--- src/rtl/pipe_stall_ctrl_pkg.sv ---
`default_nettype none
// ============================================================================
// Module      : pipe_stall_ctrl_pkg
// Description : Shared definitions for the pipeline stall/flush sequencer.
//               Holds the sequencer FSM state encodings and the default
//               mul/div EX occupancy, which the EX mul/div unit also uses.
// Revision    : 1.0 - initial release
// ============================================================================
package pipe_stall_ctrl_pkg;

  // Sequencer FSM state encodings
  localparam logic [1:0] ST_RUN     = 2'd0;
  localparam logic [1:0] ST_MD_WAIT = 2'd1;
  localparam logic [1:0] ST_FLUSH   = 2'd2;

  // EX occupancy of multi-cycle ops, shared with the mul/div datapath
  localparam int MUL_CYCLES_DEF = 4;
  localparam int DIV_CYCLES_DEF = 33;
  localparam int CNT_W_DEF      = 6;

endpackage
`default_nettype wire

--- src/rtl/pipe_stall_ctrl_md_cycle_counter.sv ---
`default_nettype none
// ============================================================================
// Module      : pipe_stall_ctrl_md_cycle_counter
// Description : Down-counter that tracks the remaining mul/div freeze cycles.
//               Priority: clear > load > decrement. 'last' flags the final
//               frozen cycle (count reads 1).
// Ports       : clk, resetn   - clock, async active-low reset
//               clr           - clear to zero (exception abort)
//               load/load_val - load remaining-cycle count
//               dec           - decrement (saturates at zero)
//               last          - count equals 1
// Revision    : 1.0 - initial release
// ============================================================================
module pipe_stall_ctrl_md_cycle_counter #(
  parameter int CNT_W = 6
) (
  input  logic             clk,
  input  logic             resetn,
  input  logic             clr,
  input  logic             load,
  input  logic [CNT_W-1:0] load_val,
  input  logic             dec,
  output logic             last
);

  logic [CNT_W-1:0] cnt;

  always_ff @(posedge clk or negedge resetn) begin
    if (!resetn) begin
      cnt <= '0;
    end else if (clr) begin
      cnt <= '0;
    end else if (load) begin
      cnt <= load_val;
    end else if (dec && (cnt != '0)) begin
      cnt <= cnt - 1'b1;
    end
  end

  assign last = (cnt == {{(CNT_W-1){1'b0}}, 1'b1});

endmodule
`default_nettype wire

--- src/rtl/pipe_stall_ctrl.sv ---
`default_nettype none
// ============================================================================
// Module      : pipe_stall_ctrl
// Description : Central stall/flush sequencer for the 5-stage pipeline.
//               Resolves load-use and mfc0-after-mtc0 hazards with bubbles,
//               freezes the pipe during multi-cycle mul/div, and sequences
//               exception/eret flushes (which abort everything else).
// Ports       : clk, resetn                 - clock, async active-low reset
//               id_rs/id_rt/id_use_*/id_mfc0 - ID-stage operand info
//               ex_is_load/ex_wreg/ex_mtc0   - EX-stage producer info
//               mem_mtc0                     - MEM holds an mtc0
//               ex_md_start/ex_md_is_div     - new mul/div entered EX
//               cp0_ex/eret                  - exception / eret commit
//               pc_stall, if_id_stall, id_ex_stall     - register holds
//               if_id_flush, id_ex_flush, ex_mem_flush - register clears
//               pc_redirect                  - PC takes vector / EPC
//               md_busy                      - registered freeze indicator
// Revision    : 1.0 - initial release
// ============================================================================
module pipe_stall_ctrl
  import pipe_stall_ctrl_pkg::*;
#(
  parameter int MUL_CYCLES = MUL_CYCLES_DEF,
  parameter int DIV_CYCLES = DIV_CYCLES_DEF,
  parameter int CNT_W      = CNT_W_DEF
) (
  input  logic       clk,
  input  logic       resetn,
  input  logic [4:0] id_rs,
  input  logic [4:0] id_rt,
  input  logic       id_use_rs,
  input  logic       id_use_rt,
  input  logic       id_mfc0,
  input  logic       ex_is_load,
  input  logic [4:0] ex_wreg,
  input  logic       ex_mtc0,
  input  logic       mem_mtc0,
  input  logic       ex_md_start,
  input  logic       ex_md_is_div,
  input  logic       cp0_ex,
  input  logic       eret,
  output logic       pc_stall,
  output logic       if_id_stall,
  output logic       if_id_flush,
  output logic       id_ex_stall,
  output logic       id_ex_flush,
  output logic       ex_mem_flush,
  output logic       pc_redirect,
  output logic       md_busy
);

  localparam logic [CNT_W-1:0] MUL_LOAD = CNT_W'(MUL_CYCLES - 1);
  localparam logic [CNT_W-1:0] DIV_LOAD = CNT_W'(DIV_CYCLES - 1);

  logic [1:0]       state;
  logic [1:0]       state_nxt;
  logic             md_busy_q;
  logic             exc;
  logic             lu_haz;
  logic             c0_haz;
  logic [CNT_W-1:0] md_load_val;
  logic             md_go;
  logic             md_dec;
  logic             md_last;

  // Decoded controls before the reset gate
  logic pc_stall_d, if_id_stall_d, if_id_flush_d, id_ex_stall_d;
  logic id_ex_flush_d, ex_mem_flush_d, pc_redirect_d;

  assign exc    = cp0_ex | eret;
  assign lu_haz = ex_is_load & (ex_wreg != 5'd0) &
                  ((id_use_rs & (id_rs == ex_wreg)) | (id_use_rt & (id_rt == ex_wreg)));
  assign c0_haz = id_mfc0 & (ex_mtc0 | mem_mtc0);

  assign md_load_val = ex_md_is_div ? DIV_LOAD : MUL_LOAD;
  // A 1-cycle op needs no freeze, so a zero reload never enters MD_WAIT
  assign md_go  = (state == ST_RUN) & ex_md_start & ~exc & (md_load_val != '0);
  assign md_dec = (state == ST_MD_WAIT) & ~exc;

  pipe_stall_ctrl_md_cycle_counter #(
    .CNT_W (CNT_W)
  ) u_md_cnt (
    .clk      (clk),
    .resetn   (resetn),
    .clr      (exc),
    .load     (md_go),
    .load_val (md_load_val),
    .dec      (md_dec),
    .last     (md_last)
  );

  // State register
  always_ff @(posedge clk or negedge resetn) begin
    if (!resetn) begin
      state     <= ST_RUN;
      md_busy_q <= 1'b0;
    end else begin
      state     <= state_nxt;
      md_busy_q <= (state_nxt == ST_MD_WAIT);
    end
  end

  // Next-state logic
  always_comb begin
    state_nxt = ST_RUN;
    if (exc) begin
      state_nxt = ST_FLUSH;
    end else begin
      case (state)
        ST_RUN:     state_nxt = md_go ? ST_MD_WAIT : ST_RUN;
        ST_MD_WAIT: state_nxt = md_last ? ST_RUN : ST_MD_WAIT;
        ST_FLUSH:   state_nxt = ST_RUN;
        default:    state_nxt = ST_RUN;
      endcase
    end
  end

  // Output decode: exception > freeze > hazard bubble
  always_comb begin
    pc_stall_d     = 1'b0;
    if_id_stall_d  = 1'b0;
    if_id_flush_d  = 1'b0;
    id_ex_stall_d  = 1'b0;
    id_ex_flush_d  = 1'b0;
    ex_mem_flush_d = 1'b0;
    pc_redirect_d  = 1'b0;
    if (exc) begin
      pc_redirect_d  = 1'b1;
      if_id_flush_d  = 1'b1;
      id_ex_flush_d  = 1'b1;
      ex_mem_flush_d = 1'b1;
    end else if (state == ST_FLUSH) begin
      // Squash the fetch that was issued from the pre-redirect PC
      if_id_flush_d = 1'b1;
    end else if (state == ST_MD_WAIT) begin
      pc_stall_d     = 1'b1;
      if_id_stall_d  = 1'b1;
      id_ex_stall_d  = 1'b1;
      ex_mem_flush_d = 1'b1;
    end else if (lu_haz | c0_haz) begin
      pc_stall_d    = 1'b1;
      if_id_stall_d = 1'b1;
      id_ex_flush_d = 1'b1;
    end
  end

  // All controls read as zero while reset is held
  assign pc_stall     = resetn & pc_stall_d;
  assign if_id_stall  = resetn & if_id_stall_d;
  assign if_id_flush  = resetn & if_id_flush_d;
  assign id_ex_stall  = resetn & id_ex_stall_d;
  assign id_ex_flush  = resetn & id_ex_flush_d;
  assign ex_mem_flush = resetn & ex_mem_flush_d;
  assign pc_redirect  = resetn & pc_redirect_d;
  assign md_busy      = resetn & md_busy_q;

endmodule
`default_nettype wire
--- config.mk ---
export PLATFORM = sky130hd
export DESIGN_NAME = pipe_stall_ctrl
export DESIGN_NICKNAME = d
export VERILOG_FILES = /design/src/rtl/pipe_stall_ctrl_pkg.sv /design/src/rtl/pipe_stall_ctrl_md_cycle_counter.sv /design/src/rtl/pipe_stall_ctrl.sv
export SDC_FILE = /design/constraint.sdc
export NUM_CORES = 1
export LEC_CHECK = 0
export ABC_AREA = 1
export CAP_MARGIN = 25
export CORE_MARGIN = 2
export CORE_UTILIZATION = 40
export DETAILED_ROUTE_END_ITERATION = 8
export GPL_TIMING_DRIVEN = 0
export PLACE_DENSITY = 0.74
export SYNTH_ARGS = -nofsm -noshare
export SYNTH_HDL_FRONTEND = slang
export SYNTH_SLANG_ARGS = --single-unit
--- constraint.sdc ---
create_clock -name clk -period 4.1 [get_ports clk]
set_input_delay 1.025 -clock clk [delete_from_list [all_inputs] [get_ports clk]]
set_output_delay 1.025 -clock clk [all_outputs]
set_load 0.01 [all_outputs]
==> impl_metrics.ini <==
[global_route]
grt_start_max_net_pins = 12
grt_pass1_vias = 920
grt_use_total = 0.1860
grt_overflow = 0
grt_pass1_wl_um = 3677
antenna_found_initial = 0

[critical_path]
critPathRequiredTime_ns = 3.07
crit_path_start_kind = input port
path_class = in2out
crit_arrival_ns = 2.89
worstSetupEndpointType = output pin
cp_max_fo = 4

[outcome]
status = complete, no violations

[yosys]
synth_seq_cells = 8
ys_seq_area_frac = 0.2392
ys_warn_count = 0
synthCells = 140
synth_area_per_cell_um2 = 5.979
synth_fp_nets = 169
ys_types = 24
syn_area_um2 = 837.1

[sta]
whs_ns = 0.5666
period_minus_slack_ns = 3.917
setup_viol = 0
setup_ws_ns = 0.1832
fin_skew_ns = 0.004609
drv_slew = 0
max_freq_ghz = 0.2553
finalSetupTns_ns = 0
tightest_slew_ns = 0.4998
grt_setup_unrepaired = no
relSlewSlack = 0.6662
fin_crit_sh = 0.9553
hold_violations = 0

[finish]
area_growth_syn_to_layout_pct = 47.68
final_core_util = 0.6301
final_cell_mix = 42 x nand2_1, 33 x clkdlybuf4s50_1, 30 x inv_1, 19 x nor2_1, 8 x dfrtp_1
finalNonFillerCells = 204
nets = 208
multi_input_comb_area_um2 = 509.2
drive_above_1_share = 0.1017
final_area_um2 = 1236
final_common_cell = nand2_1
diodes = 0
fill_cells = 207
register_area_um2 = 200.2

[clock_network]
cts_setup_buffers = 0
numClockSinks = 8
cts_tree = done
path_clk_slew_ns = 0.06
ctsRootBufferMaster = clkbuf_4
numCtsBuffers = 3
h-tree-depth = 1
cts-hold-fix-buffers = 0
clockBufferDepth = 2
clk_latency_ns = 0.25
cts_resized = 0

[detailed_routing]
postRouteAntennaNets = 0
drc = 0
finalWirelength_um = 2114
drt-pass1-iter-count = 4
wl_per_cell_um = 10.36
via_count = 963
drt_iter0_drc = 30
via_per_inst = 4.721

[floorplanning]
coreArea_um2 = 1962
row_count = 16
die_h_um = 49.75
initial_core_util = 0.4267
ios = 35
die_x_um = 49.75
dieArea_um2 = 2475

[placed_design]
dp_hpwl_um = 1780
placed_area_um2 = 1211
dp.cells = 201
place_ws_ns = 0.06511
gp_congestion = 0.8465
io_buffers = 34

[run]
max_cap_violations = 0

[power_and_ir_drop]
leakagePower_nw = 0.6517
ir_drop_mv = 0.1667
p_total_mw = 0.2383
power_density_nw_per_um2 = 192.8

[min_path]
hp-class = reg2reg
[final timing paths]
| path | startpoint | end | slack [ns] | cells after the start |
|---|---|---|---|---|
| setup / recovery | ex_wreg[4] | pc_stall | 0.18 | 13 |
| hold / removal | u_md_cnt.cnt[5] | u_md_cnt.cnt[5] | 0.57 | 2 |
| setup reg to reg | u_md_cnt.cnt[0] | u_md_cnt.cnt[0] | 2.52 | 9 |
| hold reg to reg | u_md_cnt.cnt[5] | u_md_cnt.cnt[5] | 0.57 | 2 |
| max in group asynchronous | resetn | u_md_cnt.cnt[4] | 3.04 | 1 |
| min in group asynchronous | resetn | u_md_cnt.cnt[0] | 0.72 | 1 |
[worst max-delay path, cell delays in order]
cell and delay [ns]:
clkdlybuf4s50_1 0.52, inv_1 0.07, nand2_1 0.06, nand2_1 0.06, nor2_1 0.12, nand3_1 0.09, nand2_1 0.07, nand2_1 0.07
nand3_1 0.08, nand2_1 0.05, inv_1 0.07, buf_4 0.10, clkdlybuf4s50_1 0.52
[cells in the mapped netlist]
master | number | area share
a21boi_1 | 1 | 0.0090
a21oi_1 | 3 | 0.018
a21oi_2 | 1 | 0.010
buf_4 | 1 | 0.0090
dfrtp_1 | 8 | 0.24
ha_1 | 2 | 0.030
inv_1 | 30 | 0.13
inv_2 | 2 | 0.0090
nand2_1 | 42 | 0.19
nand2_2 | 3 | 0.022
nand2_4 | 1 | 0.013
nand3_1 | 7 | 0.042
nand3_2 | 1 | 0.012
nand4_1 | 2 | 0.015
nor2_1 | 19 | 0.085
nor2_2 | 1 | 0.0075
nor2_4 | 3 | 0.040
nor3_1 | 2 | 0.012
nor3_4 | 1 | 0.019
nor3b_4 | 1 | 0.022
o211ai_1 | 1 | 0.0090
o21ai_0 | 3 | 0.018
o21ai_1 | 4 | 0.024
xor2_1 | 1 | 0.010
[layer usage]
metal | vias to the layer above | global-route usage | share of wire
met3 | 4 | 0.04545 | 0.061
li1 | 498 | - | -
met5 | - | 0 | 0
met4 | 0 | 0.04167 | 0.0080
met2 | 32 | 0.3511 | 0.50
met1 | 429 | 0.2068 | 0.43
[power by group]
group	internal, mW	total [mW]	switching [mW]
Combinational	0.0467	0.0913	0.0447
Clock	0.0336	0.0613	0.0278
Sequential	0.0827	0.0856	0.00294
Total	0.163	0.238	0.0754
[state kept, by name (all words and copies together), names as in the netlist]
register      count
md_busy_q         1
state             1
u_md_cnt.cnt      6
[kinds of logic (layout without fill, tap and decap cells)]
group,Yosys count,after routing,synth area share
buf+inv,33,70,0.1525
fa+ha+maj,2,2,0.02989
compound gates,13,13,0.08819
flops,8,8,0.2392
xor+xnor,1,1,0.01047
simple gates,83,83,0.4798
[area by class of cell]
cell class,instances,share of cell area
multi-input cells,99,0.4119
plain buffers,1,0.006073
flip-flops and latches,8,0.1619
well taps,27,0.02733
clock buffers,3,0.01822
inverters,32,0.09717
repair buffers,34,0.2773
Note: power is estimated with default switching activity, not from simulation.
